<file path="src/rtl/alu32_arbiter.sv">
// Purpose: two-requester round-robin front end sharing one 32-bit ALU.
// Latency: request sampled at edge k -> gnt in cycle k+1 -> done in cycle k+2; one op per 3 cycles.
// Backpressure: requests are ignored while busy; a requester holds req until its gnt pulse.
//
// Ports:
//   clk, reset_n          clock, synchronous active-low reset
//   req0/req1             requests, held until granted
//   a0,b0,op0 / a1,b1,op1 operands and op code of each requester
//   gnt0/gnt1             one-cycle grant pulse (operands already latched)
//   busy                  FSM not idle
//   done, done_id         one-cycle completion pulse and owner of result
//   result, c, n, z, v    registered ALU result and flags

module alu32 (
  input  logic [31:0] a,
  input  logic [31:0] b,
  input  logic [2:0]  op,
  output logic [31:0] y,
  output logic        c,
  output logic        n,
  output logic        z,
  output logic        v
);
  logic [32:0] sum;

  always_comb begin
    sum = 33'd0;
    y   = 32'd0;
    c   = 1'b0;
    v   = 1'b0;
    case (op)
      3'b000: y = ~a;
      3'b001: y = ~b;
      3'b010: y = a & b;
      3'b011: y = a | b;
      3'b100: y = a ^ b;
      3'b101: y = ~(a ^ b);
      3'b110: begin
        sum = {1'b0, a} + {1'b0, b};
        y   = sum[31:0];
        c   = sum[32];
        v   = (a[31] == b[31]) && (y[31] != a[31]);
      end
      default: begin
        // Subtract as a + ~b + 1; carry out set means no borrow.
        sum = {1'b0, a} + {1'b0, ~b} + 33'd1;
        y   = sum[31:0];
        c   = sum[32];
        v   = (a[31] != b[31]) && (y[31] != a[31]);
      end
    endcase
    n = y[31];
    z = (y == 32'd0);
  end
endmodule

module alu32_arbiter (
  input  logic        clk,
  input  logic        reset_n,
  input  logic        req0,
  input  logic        req1,
  input  logic [31:0] a0,
  input  logic [31:0] b0,
  input  logic [2:0]  op0,
  input  logic [31:0] a1,
  input  logic [31:0] b1,
  input  logic [2:0]  op1,
  output logic        gnt0,
  output logic        gnt1,
  output logic        busy,
  output logic        done,
  output logic        done_id,
  output logic [31:0] result,
  output logic        c,
  output logic        n,
  output logic        z,
  output logic        v
);
  typedef enum logic [1:0] {IDLE = 2'd0, EXEC = 2'd1, DONE = 2'd2} state_t;

  state_t      state, state_next;
  logic        ptr;
  logic        id_q;
  logic [31:0] a_q, b_q;
  logic [2:0]  op_q;
  logic        any_req;
  logic        sel;
  logic [31:0] alu_y;
  logic        alu_c, alu_n, alu_z, alu_v;

  assign any_req = req0 | req1;
  // Pointer only matters on contention; a lone requester always wins.
  assign sel = (req0 & req1) ? ptr : req1;

  alu32 u_alu (
    .a  (a_q),
    .b  (b_q),
    .op (op_q),
    .y  (alu_y),
    .c  (alu_c),
    .n  (alu_n),
    .z  (alu_z),
    .v  (alu_v)
  );

  always_ff @(posedge clk) begin
    if (!reset_n) begin
      state   <= IDLE;
      ptr     <= 1'b0;
      id_q    <= 1'b0;
      a_q     <= 32'd0;
      b_q     <= 32'd0;
      op_q    <= 3'd0;
      result  <= 32'd0;
      c       <= 1'b0;
      n       <= 1'b0;
      z       <= 1'b0;
      v       <= 1'b0;
      done_id <= 1'b0;
    end else begin
      state <= state_next;
      if (state == IDLE && any_req) begin
        id_q <= sel;
        ptr  <= ~sel;
        a_q  <= sel ? a1 : a0;
        b_q  <= sel ? b1 : b0;
        op_q <= sel ? op1 : op0;
      end
      if (state == EXEC) begin
        result  <= alu_y;
        c       <= alu_c;
        n       <= alu_n;
        z       <= alu_z;
        v       <= alu_v;
        done_id <= id_q;
      end
    end
  end

  always_comb begin
    state_next = state;
    gnt0       = 1'b0;
    gnt1       = 1'b0;
    done       = 1'b0;
    case (state)
      IDLE: if (any_req) state_next = EXEC;
      EXEC: begin
        state_next = DONE;
        gnt0       = ~id_q;
        gnt1       = id_q;
      end
      DONE: begin
        state_next = IDLE;
        done       = 1'b1;
      end
      default: state_next = IDLE;
    endcase
  end

  assign busy = (state != IDLE);
endmodule

</file>
<file path="config.mk">
export PLATFORM = sky130hd
export DESIGN_NAME = alu32_arbiter
export DESIGN_NICKNAME = d
export VERILOG_FILES = /design/src/rtl/alu32_arbiter.sv
export SDC_FILE = /design/constraint.sdc
export NUM_CORES = 1
export LEC_CHECK = 0
export CAP_MARGIN = 20
export CORE_MARGIN = 5
export CORE_UTILIZATION = 57
export CTS_BUF_LIST = sky130_fd_sc_hd__clkbuf_2
export CTS_CLUSTER_DIAMETER = 40
export DETAILED_ROUTE_END_ITERATION = 16
export HOLD_SLACK_MARGIN = 0.1
export PLACE_DENSITY = 0.8
export SLEW_MARGIN = 20
export SYNTH_ARGS = -nofsm -noshare
export SYNTH_HDL_FRONTEND = slang
export SYNTH_HIERARCHICAL = 1
export SYNTH_SLANG_ARGS = --single-unit
</file>
<file path="constraint.sdc">
create_clock -name clk -period 4.6 [get_ports clk]
set_input_delay 0.92 -clock clk [delete_from_list [all_inputs] [get_ports clk]]
set_output_delay 0.92 -clock clk [all_outputs]
set_load 0.1 [all_outputs]
</file>
==> results.sh <==
export IMPL_final_layout_fill_cell_count=1747
export IMPL_syn2layout_area_growth_pct=17.5
export IMPL_yosys_area_share_xor_xnor_pct=1.17
export IMPL_synth_simple_gate_area_share_pct=20.6
export IMPL_criticalPathCategory="flip-flop to flip-flop"
export IMPL_power_switching_share_pct=51.6
export IMPL_grt_util_overall_pct=36.9
export IMPL_slowest_library_cell_on_the_worst_path="sky130_fd_sc_hd__o41ai_1"
export IMPL_synth_sequential_area_ratio_pct=18.0
export IMPL_finalHoldViolCount=0
export IMPL_timing_critical_path_buf_inv=1
export IMPL_final_cells=1996
export IMPL_nets=1951
export IMPL_finalSetupTns_ps=0
export IMPL_multi_input_gate_area_um2=8800
export IMPL_die_height_um=155
export IMPL_cts_tree="built"
export IMPL_timing_final_crit_period_ps=4370
export IMPL_async_flop_share_pct=0
export IMPL_finalInstanceArea_um2=14100
export IMPL_insertion_delay_ps=700
export IMPL_dieArea_um2=24000
export IMPL_arrival_ps=5050
export IMPL_coreArea_um2=20900
export IMPL_postSynthAreaPerCell_um2=7.45
export IMPL_timing_worst_slew_pin_value_ps=987
export IMPL_yosys_warnings=6
export IMPL_irDropWorstVdd_mv=0.162
export IMPL_synthesized_area_fraction_occupied_by_ao_oa_aoi_and_oai_cells_pct=37.0
export IMPL_holdWs_ps=481
export IMPL_pwr_share_comb_pct=61.3
export IMPL_cts_clk_slew_worst_paths_ps=390
export IMPL_worstSetupStartpointType="flip-flop"
export IMPL_p_leak_nw=5.78
export IMPL_path_delay_family="simple AND/OR/NAND/NOR gates"
export IMPL_yosys_area_share_adder_pct=10.4
export IMPL_cellPowerDensity_nw_per_um2=316
export IMPL_p_seq_share_pct=27.0
export IMPL_post_cts_repair_setup_buffers=0
export IMPL_timing_critical_path_required_ps=5280
export IMPL_maxCapViolations=0
export IMPL_synth_cells=1608
export IMPL_postPlaceCellArea_um2=13900
export IMPL_numCtsBuffers=9
export IMPL_wl_per_cell_um=23.2
export IMPL_worst_min_path_class="flip-flop to flip-flop"
export IMPL_post_synth_num_cell_types=87
export IMPL_yosys_area_top_type="sky130_fd_sc_hd__dfxtp_1"
export IMPL_share_clk_of_total_power_pct=11.7
export IMPL_timing_final_max_slew_violations=0
export IMPL_portion_of_the_clock_cycle_consumed_by_the_worst_path_in_the_final_layout_pct=95.0
export IMPL_netSwitchingPower_w=0.00230
export IMPL_synth_top_area_share_pct=18.0
export IMPL_boundaryPins=179
export IMPL_syn_num_nets=1844
export IMPL_ys_dominant_reg_cell="sky130_fd_sc_hd__dfxtp_1"
export IMPL_clockRootBuffer="sky130_fd_sc_hd__clkbuf_2"
export IMPL_yosys_cell_count_top_type="sky130_fd_sc_hd__nand2_1"
export IMPL_grt_first_pass_wirelength_mm=70.7
export IMPL_worst_clock_skew_ps=60.1
export IMPL_outcome="complete, no violations"
export IMPL_register_area_um2=2170
export IMPL_dp_cells=1979
export IMPL_postLayoutCoreUtil_pct=67.4
export IMPL_rsz0062_at_grt="no"
export IMPL_routed_via_density=6.74
export IMPL_maximum_number_of_pins_on_one_net_before_global_route_repair=103
export IMPL_gp_routability_congestion=1.03
export IMPL_portBuffers=178
export IMPL_post_route_drc_count=0
export IMPL_end_kind="flip-flop"
export IMPL_globalRouteOverflowTotal=0
export IMPL_num_vias=13448
export IMPL_h_tree_depth=3
export IMPL_cp_cell_sequence="inv_1 > ha_1 > or4_4 > nor2_2 > nand3_1 > a21o_1 > a31o_2 > o41ai_1 > mux2i_1 > o211ai_1 > or4_1 > nor4_2 > nand2_1 > a21boi_0"
export IMPL_antenna_found_initial=1
export IMPL_number_of_enable_type_register_cells_in_the_synthesized_netlist=0
export IMPL_setup_viol=0
export IMPL_worst_slew_slack_as_a_fraction_of_its_limit_pct=34.0
export IMPL_detail_route_first_pass_iterations=7
export IMPL_vias_in_the_first_global_route=12615
export IMPL_synth_seq_cells=108
export IMPL_cts_sinks=108
export IMPL_post_synth_most_frequent_cells="sky130_fd_sc_hd__nand2_1, sky130_fd_sc_hd__inv_1, sky130_fd_sc_hd__dfxtp_1"
export IMPL_hpwlAfterDp_mm=35.9
export IMPL_post_synth_mux_area_share_pct=4.11
export IMPL_netlist_top_cells_area="sky130_fd_sc_hd__dfxtp_1, sky130_fd_sc_hd__ha_1, sky130_fd_sc_hd__o311a_1, sky130_fd_sc_hd__nand2_1, sky130_fd_sc_hd__o21bai_1"
export IMPL_clock_path_buffers=2
export IMPL_die_x_um=155
export IMPL_worstPathMaxFanout=7
export IMPL_drive_gt1_share_pct=6.98
export IMPL_drt_wl_total_mm=46.3
export IMPL_initialDrtViolationCount=1660
export IMPL_synth_top_family_by_area="compound AO/OA/AOI/OAI gates"
export IMPL_rows=53
export IMPL_internal_power_w=0.00215
export IMPL_clock_fmax_ghz=0.229
export IMPL_floorplan_initialDensity_pct=57.4
export IMPL_detail_route_antenna_nets=0
export IMPL_synth_area_um2=12000
export IMPL_crit_path_max_incr_delay_ps=610
-- logic make-up after synthesis --
logic type | count (synthesis)
AND/OR/NAND/NOR | 504
flip-flops | 108
buffers and inverters | 248
multiplexers | 35
XOR/XNOR | 16
AO/OA/AOI/OAI | 599
adder cells (fa/ha/maj) | 98
-- sequential cells by signal (all words and copies together) (netlist names) --
name	cells
a_q	32
state	2
z	1
done_id	1
c	1
result	32
n	1
v	1
id_q	1
op_q	3
b_q	32
ptr	1
-- routing by layer --
layer  vias to the layer above  GRT usage [%]  part of all wire [%]
li1                       6136              -                     -
met1                      6252           48.9                    40
met2                       910           58.4                    44
met3                       150           7.96                    11
met4                         0           15.0                   4.6
met5                         -              0                     0
-- worst register-to-register path, stage by stage (launching register included) --
cell and delay (ps):
sky130_fd_sc_hd__dfxtp_1 580, sky130_fd_sc_hd__inv_1 100, sky130_fd_sc_hd__ha_1 410, sky130_fd_sc_hd__or4_4 600, sky130_fd_sc_hd__nor2_2 130, sky130_fd_sc_hd__nand3_1 90, sky130_fd_sc_hd__a21o_1 220, sky130_fd_sc_hd__a31o_2 250
sky130_fd_sc_hd__o41ai_1 610, sky130_fd_sc_hd__mux2i_1 270, sky130_fd_sc_hd__o211ai_1 180, sky130_fd_sc_hd__or4_1 570, sky130_fd_sc_hd__nor4_2 140, sky130_fd_sc_hd__nand2_1 70, sky130_fd_sc_hd__a21boi_0 160
-- final cells by class --
| cell class | count | area share, % |
|---|---|---|
| antenna | 1 | 0.0178 |
| clock buffer | 9 | 0.320 |
| sequential | 108 | 15.4 |
| timing repair buffer | 233 | 15.7 |
| tap | 275 | 2.44 |
| clock inverter | 7 | 0.631 |
| inverter | 111 | 2.96 |
| multi-input combinational | 1252 | 62.5 |
-- layout by cell type, fill, tap and decap left out, drive strengths merged, types with 11 or more instances in the layout --
| cell type | count |
|---|---|
| nor2b | 16 |
| nand4 | 12 |
| nand3 | 30 |
| mux2i | 20 |
| dfxtp | 108 |
| and2 | 13 |
| ha | 96 |
| o21bai | 78 |
| nor2 | 110 |
| nand2 | 163 |
| o211ai | 24 |
| a21boi | 109 |
| o311a | 70 |
| nor4 | 11 |
| and3 | 75 |
| mux4 | 11 |
| o22ai | 18 |
| nor3 | 29 |
| inv | 114 |
| buf | 58 |
| a21o | 11 |
| a21oi | 86 |
| o21ai | 72 |
| a211oi | 13 |
| nand2b | 14 |
| clkdlybuf4s50 | 175 |
| o31ai | 11 |
| xnor2 | 12 |
-- metrics by stage --
| step | total power (W) | setup slack, ps |
|---|---|---|
| after global placement | 0.00381 | 494 |
| final | 0.00445 | 229 |
| after floorplan | 0.00303 | 929 |
| after detailed placement | 0.00385 | 334 |
| after CTS | 0.00438 | 328 |
| after global routing | 0.00468 | 14.2 |
-- power groups by stage --
stage	Clock, W	Sequential, W	Combinational (W)
after global routing	0.000559	0.00121	0.00291
after floorplan	0	0.00137	0.00166
after detailed placement	0	0.00121	0.00264
final	0.000521	0.00120	0.00273
after CTS	0.000533	0.00119	0.00265
after global placement	0	0.00120	0.00262
-- timing repair --
action                                  in CTS  in global routing
hold buffers                                 0                  0
endpoints found under the setup margin       0                  1
resized for setup                            0                  1
-- path summary, 6_finish.rpt --
check                           depth (start not counted)  slack [ps]                      end                    start
worst max-delay path                                   14         230           z$_SDFFE_PN0N_     a_q[18]$_SDFFE_PN0P_
worst min-delay path                                    2         480  result[20]$_SDFFE_PN0N_  result[20]$_SDFFE_PN0N_
worst max register to register                         14         230           z$_SDFFE_PN0N_     a_q[18]$_SDFFE_PN0P_
worst min register to register                          2         480  result[20]$_SDFFE_PN0N_  result[20]$_SDFFE_PN0N_
No activity file was read; power rests on OpenSTA's default activity.
